[config.mk]
export PLATFORM = sky130hd
export DESIGN_NAME = itable_sequencer
export DESIGN_NICKNAME = d
export VERILOG_FILES = /design/src/rtl/norz_seq_pkg.sv /design/src/rtl/xpt_counter.sv /design/src/rtl/itable_sequencer.sv
export SDC_FILE = /design/constraint.sdc
export NUM_CORES = 1
export LEC_CHECK = 0
export CAP_MARGIN = 40
export CORE_ASPECT_RATIO = 0.5
export CORE_UTILIZATION = 35
export DETAILED_ROUTE_END_ITERATION = 16
export GPL_ROUTABILITY_DRIVEN = 0
export GPL_TIMING_DRIVEN = 1
export PLACE_DENSITY = 0.74
export RECOVER_POWER = 100
export SLEW_MARGIN = 20
export SYNTH_ARGS = -nofsm -noshare
export SYNTH_HDL_FRONTEND = slang
export SYNTH_SLANG_ARGS = --single-unit
[constraint.sdc]
create_clock -name clock -period 1.8 [get_ports clock]
set_input_delay 0.54 -clock clock [delete_from_list [all_inputs] [get_ports clock]]
set_output_delay 0.54 -clock clock [all_outputs]
set_load 0.01 [all_outputs]
[src/rtl/norz_seq_pkg.sv]
// Shared types and constants for the instruction-table sequencer.
// The state enum, T-state counter limits and ITABLE reset value live here.
package norz_seq_pkg;

    typedef enum logic [1:0] {
        FETCH = 2'd0,
        EXEC  = 2'd1,
        ILD   = 2'd2
    } seq_state_t;

    localparam int               XPT_W      = 4;
    localparam logic [XPT_W-1:0] XPT_MAX    = 4'd15;
    localparam logic [7:0]       ITABLE_RST = 8'h00;

endpackage

[src/rtl/xpt_counter.sv]
// Saturating T-state counter with clear/increment/hold controls.
// An increment attempted at MAX leaves the count alone and latches a sticky overflow.
module xpt_counter
    import norz_seq_pkg::*;
#(
    parameter int         W   = XPT_W,
    parameter logic [W-1:0] MAX = XPT_MAX
) (
    input  logic         clock,
    input  logic         notReset,
    input  logic         hold,
    input  logic         clear,
    input  logic         incr,
    output logic [W-1:0] count,
    output logic         overflow
);

    always_ff @(posedge clock or negedge notReset) begin
        if (!notReset) begin
            count    <= '0;
            overflow <= 1'b0;
        end else if (!hold) begin
            if (clear) begin
                count <= '0;
            end else if (incr) begin
                if (count == MAX) begin
                    overflow <= 1'b1;
                end else begin
                    count <= count + 1'b1;
                end
            end
        end
    end

endmodule

[src/rtl/itable_sequencer.sv]
// Fetch/decode/execute sequencer: holds the opcode latch and T-state counter,
// gates the decoder tree and reacts to the decoder's sequencing pulses.
module itable_sequencer
    import norz_seq_pkg::*;
(
    input  logic             clock,
    input  logic             notReset,
    input  logic             notWait,
    input  logic             op_valid,
    input  logic [7:0]       Dt_in,
    input  logic             PR_Reset_XPT,
    input  logic             P2_Set_CM1,
    input  logic             P2_Reset_ITABLE,
    input  logic             P2_Set_CMR,
    input  logic             P2_Set_ILDlIXtdln_1,
    input  logic             P2_Set_ILDlIYtdln_1,
    output logic [XPT_W-1:0] XPT,
    output logic [XPT_W-1:0] notXPT,
    output logic [7:0]       ITABLE,
    output logic [7:0]       notITABLE,
    output logic             enable,
    output logic             CM1,
    output logic             fetch_req,
    output logic             ix_mode,
    output logic             iy_mode,
    output logic             ild_active,
    output logic             seq_error
);

    seq_state_t state;
    seq_state_t state_next;
    logic [7:0] itable_next;
    logic       ix_next;
    logic       iy_next;
    logic       xpt_clear;
    logic       xpt_incr;

    // notWait low freezes everything, so the counter shares the same hold.
    always_ff @(posedge clock or negedge notReset) begin
        if (!notReset) begin
            state   <= FETCH;
            ITABLE  <= ITABLE_RST;
            ix_mode <= 1'b0;
            iy_mode <= 1'b0;
        end else if (notWait) begin
            state   <= state_next;
            ITABLE  <= itable_next;
            ix_mode <= ix_next;
            iy_mode <= iy_next;
        end
    end

    always_comb begin
        state_next  = state;
        itable_next = ITABLE;
        ix_next     = ix_mode;
        iy_next     = iy_mode;
        xpt_clear   = 1'b0;
        xpt_incr    = 1'b0;
        case (state)
            FETCH: begin
                if (op_valid) begin
                    state_next  = EXEC;
                    itable_next = Dt_in;
                    xpt_clear   = 1'b1;
                end
            end
            EXEC: begin
                if (P2_Reset_ITABLE) begin
                    itable_next = ITABLE_RST;
                end
                if (P2_Set_CM1) begin
                    state_next = FETCH;
                    xpt_clear  = 1'b1;
                    ix_next    = 1'b0;
                    iy_next    = 1'b0;
                end else if (P2_Set_CMR) begin
                    state_next = FETCH;
                    xpt_clear  = 1'b1;
                end else if (P2_Set_ILDlIXtdln_1) begin
                    state_next = ILD;
                    xpt_clear  = 1'b1;
                    ix_next    = 1'b1;
                    iy_next    = 1'b0;
                end else if (P2_Set_ILDlIYtdln_1) begin
                    state_next = ILD;
                    xpt_clear  = 1'b1;
                    ix_next    = 1'b0;
                    iy_next    = 1'b1;
                end else if (PR_Reset_XPT) begin
                    xpt_clear = 1'b1;
                end else begin
                    xpt_incr = 1'b1;
                end
            end
            ILD: begin
                // The displacement byte feeds the datapath; ITABLE keeps the opcode.
                if (op_valid) begin
                    state_next = EXEC;
                    xpt_clear  = 1'b1;
                end else begin
                    xpt_incr = 1'b1;
                end
            end
            default: begin
                state_next = FETCH;
                xpt_clear  = 1'b1;
            end
        endcase
    end

    xpt_counter #(
        .W   (XPT_W),
        .MAX (XPT_MAX)
    ) u_xpt (
        .clock    (clock),
        .notReset (notReset),
        .hold     (!notWait),
        .clear    (xpt_clear),
        .incr     (xpt_incr),
        .count    (XPT),
        .overflow (seq_error)
    );

    always_comb begin
        CM1        = (state == FETCH);
        fetch_req  = (state == FETCH) || (state == ILD);
        enable     = (state == EXEC) || (state == ILD);
        ild_active = (state == ILD);
    end

    assign notXPT    = ~XPT;
    assign notITABLE = ~ITABLE;

endmodule

**Word-level counts from Yosys, hierarchy flattened**

Index checks and enable logic that the tools add are counted.

- Register bits after elaboration: 17
- Bits of input ports: 18
- Output and inout port bits: 31

- Add/sub/neg operators: 1
- Equal/unequal tests: 9
- Muxes and demuxes: 34
- Bitwise gates (word level): 3
- Reduce and logical (&&, ||, !) cells: 12

Operator list:

| cell | count |
|---|---|
| 1-bit two-way mux | 20 |
| 8-bit two-way mux | 2 |
| 8-bit one-hot mux with 2 select lines | 1 |
| 4-bit two-way mux | 3 |
| 4-bit AND reduction | 3 |
| 2-bit two-way mux | 5 |
| 8-bit NOT | 1 |
| 2-bit inequality test, second input constant | 3 |
| 3-bit AND reduction | 2 |
| 5-bit inequality test, second input constant | 1 |
| 4-bit by 1-bit adder with 4-bit output, second input constant | 1 |
| 4-bit equality test, second input constant | 1 |
| 2-bit by 1-bit inequality test with 1-bit output, second input constant | 2 |
| 4-bit NOT | 1 |
| 1-bit one-hot mux with 2 select lines | 2 |
| 2-bit one-hot mux with 2 select lines | 1 |
| 2-bit nonzero test | 2 |
| 3-bit nonzero test | 1 |
| 2-bit by 1-bit equality test with 1-bit output, second input constant | 1 |
| 2-bit equality test, second input constant | 1 |
| 2-bit zero test | 1 |
| 1-bit logical OR | 2 |
| 2-bit OR reduction | 1 |
| 1-bit NOT | 1 |

**Longest topological paths before layout**

Gate-level depths: netlist of run 1.

- Word-level depth: 8
- Mapped depth: 7

**Cells and area by module**

A second synthesis of run 1 with hierarchy kept.

- Cells, all modules: 100
- Area total of the unflattened synthesis: 1019.7 um^2

Modules (own cells, without submodules):

| module | instances | cells each | area each (um^2) |
|---|---|---|---|
| itable_sequencer | 1 | 72 | 721.9 |
| xpt_counter | 1 | 28 | 297.8 |

**Worst setup path before layout of run 1**

No wires, ideal clock.

- Path kind: flip-flop to flip-flop
- Start point: reg state[0]
- End point: reg u_xpt.count[0]
- Setup time: 0.125 ns
- Data arrival time: 1.720 ns
- Data required time: 1.675 ns
- Path slack: -0.045 ns
- Cell stages (with the launch flop): 8
- Path buffers: 0
- Period minus slack after synthesis: 1.845 ns
- Cells stage by stage: dfrtp_1 > inv_1 > ha_1 > nor4b_1 > a31o_1 > and3_1 > and2b_1 > mux2_2

- Longest elaborated chain between the ends: 5

RTL lines:

| item | RTL line | RTL |
|---|---|---|
| from (decl) | itable_sequencer.sv:30 | `seq_state_t state;` |
| from (signal assigned) | itable_sequencer.sv:46 | `state <= state_next;` |
| 2-bit equality test or 2-bit zero test (tied branches) | itable_sequencer.sv:60 | `case (state)` |
| 2-bit OR reduction (no source line) | n/a |  |
| 1-bit one-hot mux with 2 select lines | itable_sequencer.sv:60 |  |
| 2-bit by 1-bit inequality test with 1-bit output (no source line) or 2-bit nonzero test (tied branches) | n/a |  |
| 3-bit AND reduction (no source line) | n/a |  |
| to (signal assigned) | xpt_counter.sv:29 | `count <= count + 1'b1;` |
| to (decl) | xpt_counter.sv:14 | `output logic [W-1:0] count,` |

Several ways; a longest one is shown, not always the timed one.
A chain may end at the register's enable or synchronous reset.

**Worst setup path in the final report of run 1**

- Start point: reg state[1]
- End point: reg u_xpt.count[0]

Same word-level chain as after synthesis.

==> out/results.txt, run 1 <==
Status: finished clean
Die Wd: 76.5 microns
Cell family with most CP delay: simple AND/OR/NAND/NOR gates
Total global-route track usage: 18.1%
CP startpoint: state[1]
Layout cells sized above 1: 25.8%
Max cap viols: 0
Synth area leader: dfrtp_1
WP buf/inv: 1
HP Start: u_xpt.overflow
Fmax: 562 MHz
Main combinational cell family by area after synthesis: simple AND/OR/NAND/NOR gates
Crit-path max FO: 3
CP peak stage delay: 0.44 ns
Reg-to-Reg End: u_xpt.count[0]
Slowest cell on crit path: dfrtp_2
Die Y: 39.2 microns
Hold EP: u_xpt.overflow
Cts hold-fix bufs: 0
Synth Flop Type: dfrtp_1
# diodes: 0
TritonCTS clock tree: yes
Ports: 49
Remaining DRCs: 0
CP Launch Type: register
Post-synthesis mux area share: 3.48%
Average size of a mapped cell: 8.99 sq um
Total gr overflow: 0
Post-synthesis simple-gate area fraction: 22.0%
Number of CTS-inserted buffers: 3
Static leakage: 0.782 nW
Initial antenna violation count: 0
#FFs+latches synth: 17
Mapped Area: 971 sq um
Fin crit period: 1.78 ns
Synth Area in Adders: 6.44%
Maximum VDD drop: 0.801 mV
Clk pin slew, worst setup/hold paths: 0.07 ns
Async SR Flop Fraction: 100%
Starting Density: 37.1%
Post-synth EDFFs: 0
Setup CP Type: reg2reg
Synth top area share: 43.8%
RR Startpoint: state[1]
DR iter-0 viols: 26
XOR/XNOR Fraction of Synth Area: 0%
Final Cycle Share: 98.9%
Final core utilization: 66.2%
Vias in the first global route: 886
Data required, critical path: 1.94 ns
Global-route wire length before repair: 4030 microns
Reg2Reg Depth: 7
Slew margin rel.: 36.0%
Via count: 1006
Max Slew Vio Count: 0
CTS max path bufs: 2
Mapped Nets: 131
Post-DP HPWL: 1980 microns
Vias per cell: 4.68
Post-route ant nets: 0
Final WL: 2610 microns
Unrepaired setup endpoints after global routing: yes
Final Hold Vio Count: 0
Final setup vio count: 0
Clk_lat worst skew: 0.25 ns
Fill cells: 215
Post-synthesis compound-gate area fraction: 17.1%
Nets: 202
Pre-antenna DRT Iters: 4
Worst Tran Pin Value: 0.960 ns
Dominant cells by area after synthesis: dfrtp_1, nand2b_1, ha_1
CP Data Arrival Time: 1.92 ns
YS warnings: 0
WHS Path Cells: 1
Total power: 2.35 mW
Cell Rows: 13
Port Buffers: 48
Post-Syn Instances: 108
Root Buffer: clkbuf_8
H-tree depth: 1
Largest net degree at the start of global routing: 18
Clock skew: 0.000621 ns
Core Region: 0.00262 sq mm
Drt wl/cell: 12.1 microns
Crit path cell chain: inv_2 -> ha_4 -> nor4b_4 -> a31o_1 -> and3_4 -> and2b_1 -> mux2_4
Reg2reg setup slack: 0.02 ns
Endpoint kind of the worst setup timing path: register
Area Overhead vs Synth: 78.5%
PwrDens: 1360 mW/mm^2
Register area share after synthesis: 43.8%
Clock sink count: 17
Netlist cell types: 29
Die area: 0.00300 sq mm
Hold WC Path Type: reg2reg
==> routing by layer <==
metal	part of all wire, %	track usage (%)
met5	0	0
met1	47	20.9
met3	3.9	3.53
met4	0.46	4.33
met2	48	36.3
==> layout by cell type (no fill, tap or decap), types with 2 or more instances in the layout <==
| cell | netlist | layout |
|---|---|---|
| dfrtp_1 | 17 | 16 |
| o21ai_0 | 9 | 9 |
| clkbuf_2 | 0 | 5 |
| clkdlybuf4s50_1 | 0 | 25 |
| inv_2 | 0 | 2 |
| mux2_2 | 3 | 2 |
| inv_1 | 15 | 13 |
| a31o_1 | 2 | 2 |
| clkdlybuf4s25_1 | 0 | 9 |
| a31oi_1 | 4 | 4 |
| nand2b_1 | 11 | 11 |
| nand2_1 | 12 | 12 |
| dlygate4sd2_1 | 0 | 7 |
| nor2_1 | 6 | 6 |
| a21oi_1 | 4 | 3 |
| buf_6 | 0 | 2 |
| ha_4 | 0 | 2 |
| ha_1 | 5 | 2 |
| clkbuf_8 | 0 | 3 |
| buf_4 | 0 | 19 |
| nor2b_1 | 2 | 2 |
| or2_4 | 1 | 2 |
==> worst max path at each step <==
stage,endpoint,slack [ns],cells after the start
2_1_floorplan,u_xpt.count[0],0.006,7
3_3_place_gp,u_xpt.count[0],-0.33,6
3_5_place_dp,u_xpt.count[1],-0.37,6
4_1_cts,notITABLE[6],0.0006,2
5_1_grt,u_xpt.overflow,-0.07,8
6_report,u_xpt.count[0],0.02,7
==> synthesized netlist by cell type, types with 2 or more instances <==
library cell and instances:
nor2b_1 2, nand2b_1 11, clkbuf_1 2, ha_1 5, mux2_2 3, inv_1 15
a31oi_1 4, a31o_1 2, nor2_1 6, nand2_1 12, o21ai_0 9, a21oi_1 4
dfrtp_1 17
==> final cells by class <==
cell class	instances	area (sq um)	share of cell area (%)
flip-flops and latches	17	427	24.6
clock buffers	3	41.3	2.38
multi-input cells	73	552	31.8
clock inverters	1	5.00	0.289
well taps	37	46.3	2.67
repair buffers	69	606	34.9
inverters	15	56.3	3.25
==> worst reg2reg max path, stage by stage, from the launching register on <==
cell and delay (ns):
dfrtp_2 0.44, inv_2 0.08, ha_4 0.20, nor4b_4 0.13, a31o_1 0.23, and3_4 0.17
and2b_1 0.17, mux2_4 0.25
==> through the flow <==
step	hold slack, ns	std cells	setup slack (ns)	setup TNS (ns)	instance area, sq um
2_1_floorplan	0.244	108	0.00592	0	983
3_3_place_gp	0.467	209	-0.327	-2.14	1640
3_5_place_dp	0.478	209	-0.369	-2.47	1640
4_1_cts	0.499	215	0.000553	0	1710
5_1_grt	0.516	215	-0.0700	-0.162	1730
6_report	0.492	215	0.0200	0	1730
==> state kept, by name, summed over array words and instances (netlist names) <==
register	cells
u_xpt.overflow	1
state	2
u_xpt.count	4
ITABLE	8
ix_mode	1
iy_mode	1
==> cell families (layout without fill, tap and decap cells) <==
logic type | count (synthesis) | count (layout)
compound gates | 25 | 25
fa+ha+maj | 5 | 5
buf+inv | 18 | 88
flops | 17 | 17
mux | 3 | 3
simple gates | 40 | 40
==> where the power goes <==
| group | internal (mW) | switching [mW] | leakage (nW) |
|---|---|---|---|
| clock network | 0.154 | 0.139 | 0.0255 |
| registers | 0.513 | 0.101 | 0.221 |
| logic | 0.824 | 0.618 | 0.536 |
| total | 1.49 | 0.858 | 0.782 |
==> repair_timing <==
item	in CTS	in global routing
endpoints found under the setup margin	14	22
setup buffers	2	0
pin swaps	7	5
resized for setup	29	22
endpoints found under the hold margin	0	0
Note: power is estimated with default switching activity, not from simulation.
==> run 2, diff against run 1 <==
CTS_CLUSTER_DIAMETER = 200   (was default)
clock period = 1.53 ns   (was 1.8 ns; I/O delays follow)
==> out/results.txt, run 2 (synthesis results as in run 1) <==
Via count: 1061
Crit path cell chain: inv_2 -> ha_4 -> and3b_1 -> a31o_1 -> and3_4 -> and2b_1 -> mux2_4
TritonCTS clock tree: yes
WP buf/inv: 1
Static leakage: 0.908 nW
Area Overhead vs Synth: 93.0%
Largest net degree at the start of global routing: 18
Setup CP Type: reg2reg
Pre-antenna DRT Iters: 4
Drt wl/cell: 14.2 microns
Ports: 49
Post-route ant nets: 0
Fill cells: 197
Remaining DRCs: 0
Data required, critical path: 1.67 ns
Crit-path max FO: 3
Starting Density: 37.1%
Failing checks: setup timing
Register name with the most flops: ITABLE
Post-DP HPWL: 2000 microns
Total global-route track usage: 19.7%
Root Buffer: clkbuf_8
Global-route wire length before repair: 4330 microns
Reg2Reg Depth: 7
CP Data Arrival Time: 1.94 ns
Most frequent cells in the layout: dlygate4sd2_1, buf_4, dfrtp_1
Setup slack after layout: -0.266 ns
Vias per cell: 4.78
Port Buffers: 48
Post-DP Area: 0.00167 sq mm
Maximum VDD drop: 0.922 mV
Max Slew Vio Count: 0
Die area: 0.00300 sq mm
Critical path depth: 7
Final Hold Vio Count: 0
Slowest cell on crit path: dfrtp_1
Top Registers: ITABLE x8, u_xpt.count x4, state x2
Cell Rows: 13
Hold WC Path Type: reg2reg
Worst Tran Pin Value: 0.433 ns
Final Cycle Share: 117%
DR iter-0 viols: 48
Clk_lat worst skew: 0.26 ns
WHS Path Cells: 1
Clk pin slew, worst setup/hold paths: 0.07 ns
Fmax: 557 MHz
Final setup vio count: 12
CTS max path bufs: 2
Slew margin rel.: 71.1%
CP Launch Type: register
Vias in the first global route: 964
Core Region: 0.00262 sq mm
Die Y: 39.2 microns
Total power: 3.00 mW
Status: finished, violations left
Nets: 209
Initial antenna violation count: 0
Max reg flops: 8
# diodes: 0
Number of CTS-inserted buffers: 3
Cell family with most CP delay: simple AND/OR/NAND/NOR gates
Max cap viols: 0
Clock sink count: 17
Die Wd: 76.5 microns
Endpoint kind of the worst setup timing path: register
Final WL: 3150 microns
Layout cells sized above 1: 33.5%
Finished layout cell area: 0.00187 sq mm
PwrDens: 1600 mW/mm^2
Clock skew: 0.000659 ns
CP peak stage delay: 0.38 ns
Most common cell after layout, fill and taps aside: dlygate4sd2_1
Cts hold-fix bufs: 0
Total gr overflow: 0
Fin crit period: 1.80 ns
H-tree depth: 1
Unrepaired setup endpoints after global routing: yes
## run 2: cell count changes in the layout (fill, tap and decap cells not counted), moves of 8 or more
cell	delta
dlygate4sd2_1	+25
o21ai_0	-9
clkdlybuf4s50_1	-14
clkdlybuf4s25_1	-9
o21ai_1	+8
buf_6	+8
## run 2: area by class of cell
class / count / area, sq um / share of cell area [%]
Timing Repair Buffer: 76 / 671 / 35.8
Multi-Input combinational cell: 73 / 629 / 33.6
Inverter: 15 / 56.3 / 3.00
Sequential cell: 17 / 425 / 22.7
Clock inverter: 1 / 5.00 / 0.267
Clock buffer: 3 / 41.3 / 2.20
Tap cell: 37 / 46.3 / 2.47
## run 2: repair_timing
action	4_1_cts	5_1_grt
endpoints found under the setup margin	47	21
pin swaps	9	7
setup buffers	4	2
gates cloned	1	0
resized for setup	69	25
## run 2: path summary, 6_finish.rpt
kind	start	end	slack [ns]
worst max-delay path	state[0]	u_xpt.count[0]	-0.27
worst min-delay path	u_xpt.overflow	u_xpt.overflow	0.48
worst max register to register	state[0]	u_xpt.count[0]	-0.27
worst min register to register	u_xpt.overflow	u_xpt.overflow	0.48
max in group asynchronous	notReset	ITABLE[3]	0.56
min in group asynchronous	notReset	state[1]	0.66
## run 2: routing by layer
layer  up-vias  global-route usage, %  wire length, microns
met4         0                   5.29                    51
li1        516                      -                     -
met3         8                   5.18                   142
met2        30                   36.0                  1630
met1       507                   23.7                  1320
met5         -                      0                     0
## run 2: worst reg2reg max path, cell delays in order (launching register included)
cell,delay [ns]
dfrtp_1,0.38
inv_2,0.10
ha_4,0.22
and3b_1,0.16
a31o_1,0.20
and3_4,0.18
and2b_1,0.18
mux2_4,0.26
## run 2: report_power, final
part / internal [mW] / total [mW] / switching, mW
registers: 0.602 / 0.710 / 0.108
logic: 1.07 / 1.95 / 0.873
clock network: 0.181 / 0.343 / 0.162
## run 2: metrics by stage
step | hold slack, ns | util [%] | std cells | setup TNS [ns] | worst slack (ns)
3_5_place_dp | 0.473 | 63.7 | 212 | -6.38 | -0.656
4_1_cts | 0.487 | 67.9 | 221 | -1.61 | -0.251
2_1_floorplan | 0.163 | - | 108 | -0.516 | -0.215
3_3_place_gp | 0.478 | 63.7 | 212 | -5.67 | -0.516
5_1_grt | 0.520 | 71.6 | 222 | -2.73 | -0.318
6_report | 0.481 | 71.6 | 222 | -1.71 | -0.266
==> run 3, diff against run 2 <==
CTS_CLUSTER_DIAMETER = 50   (was 200)
==> results of run 3 <==
No change in the layout: final DEF, timing and power equal those of run 2.
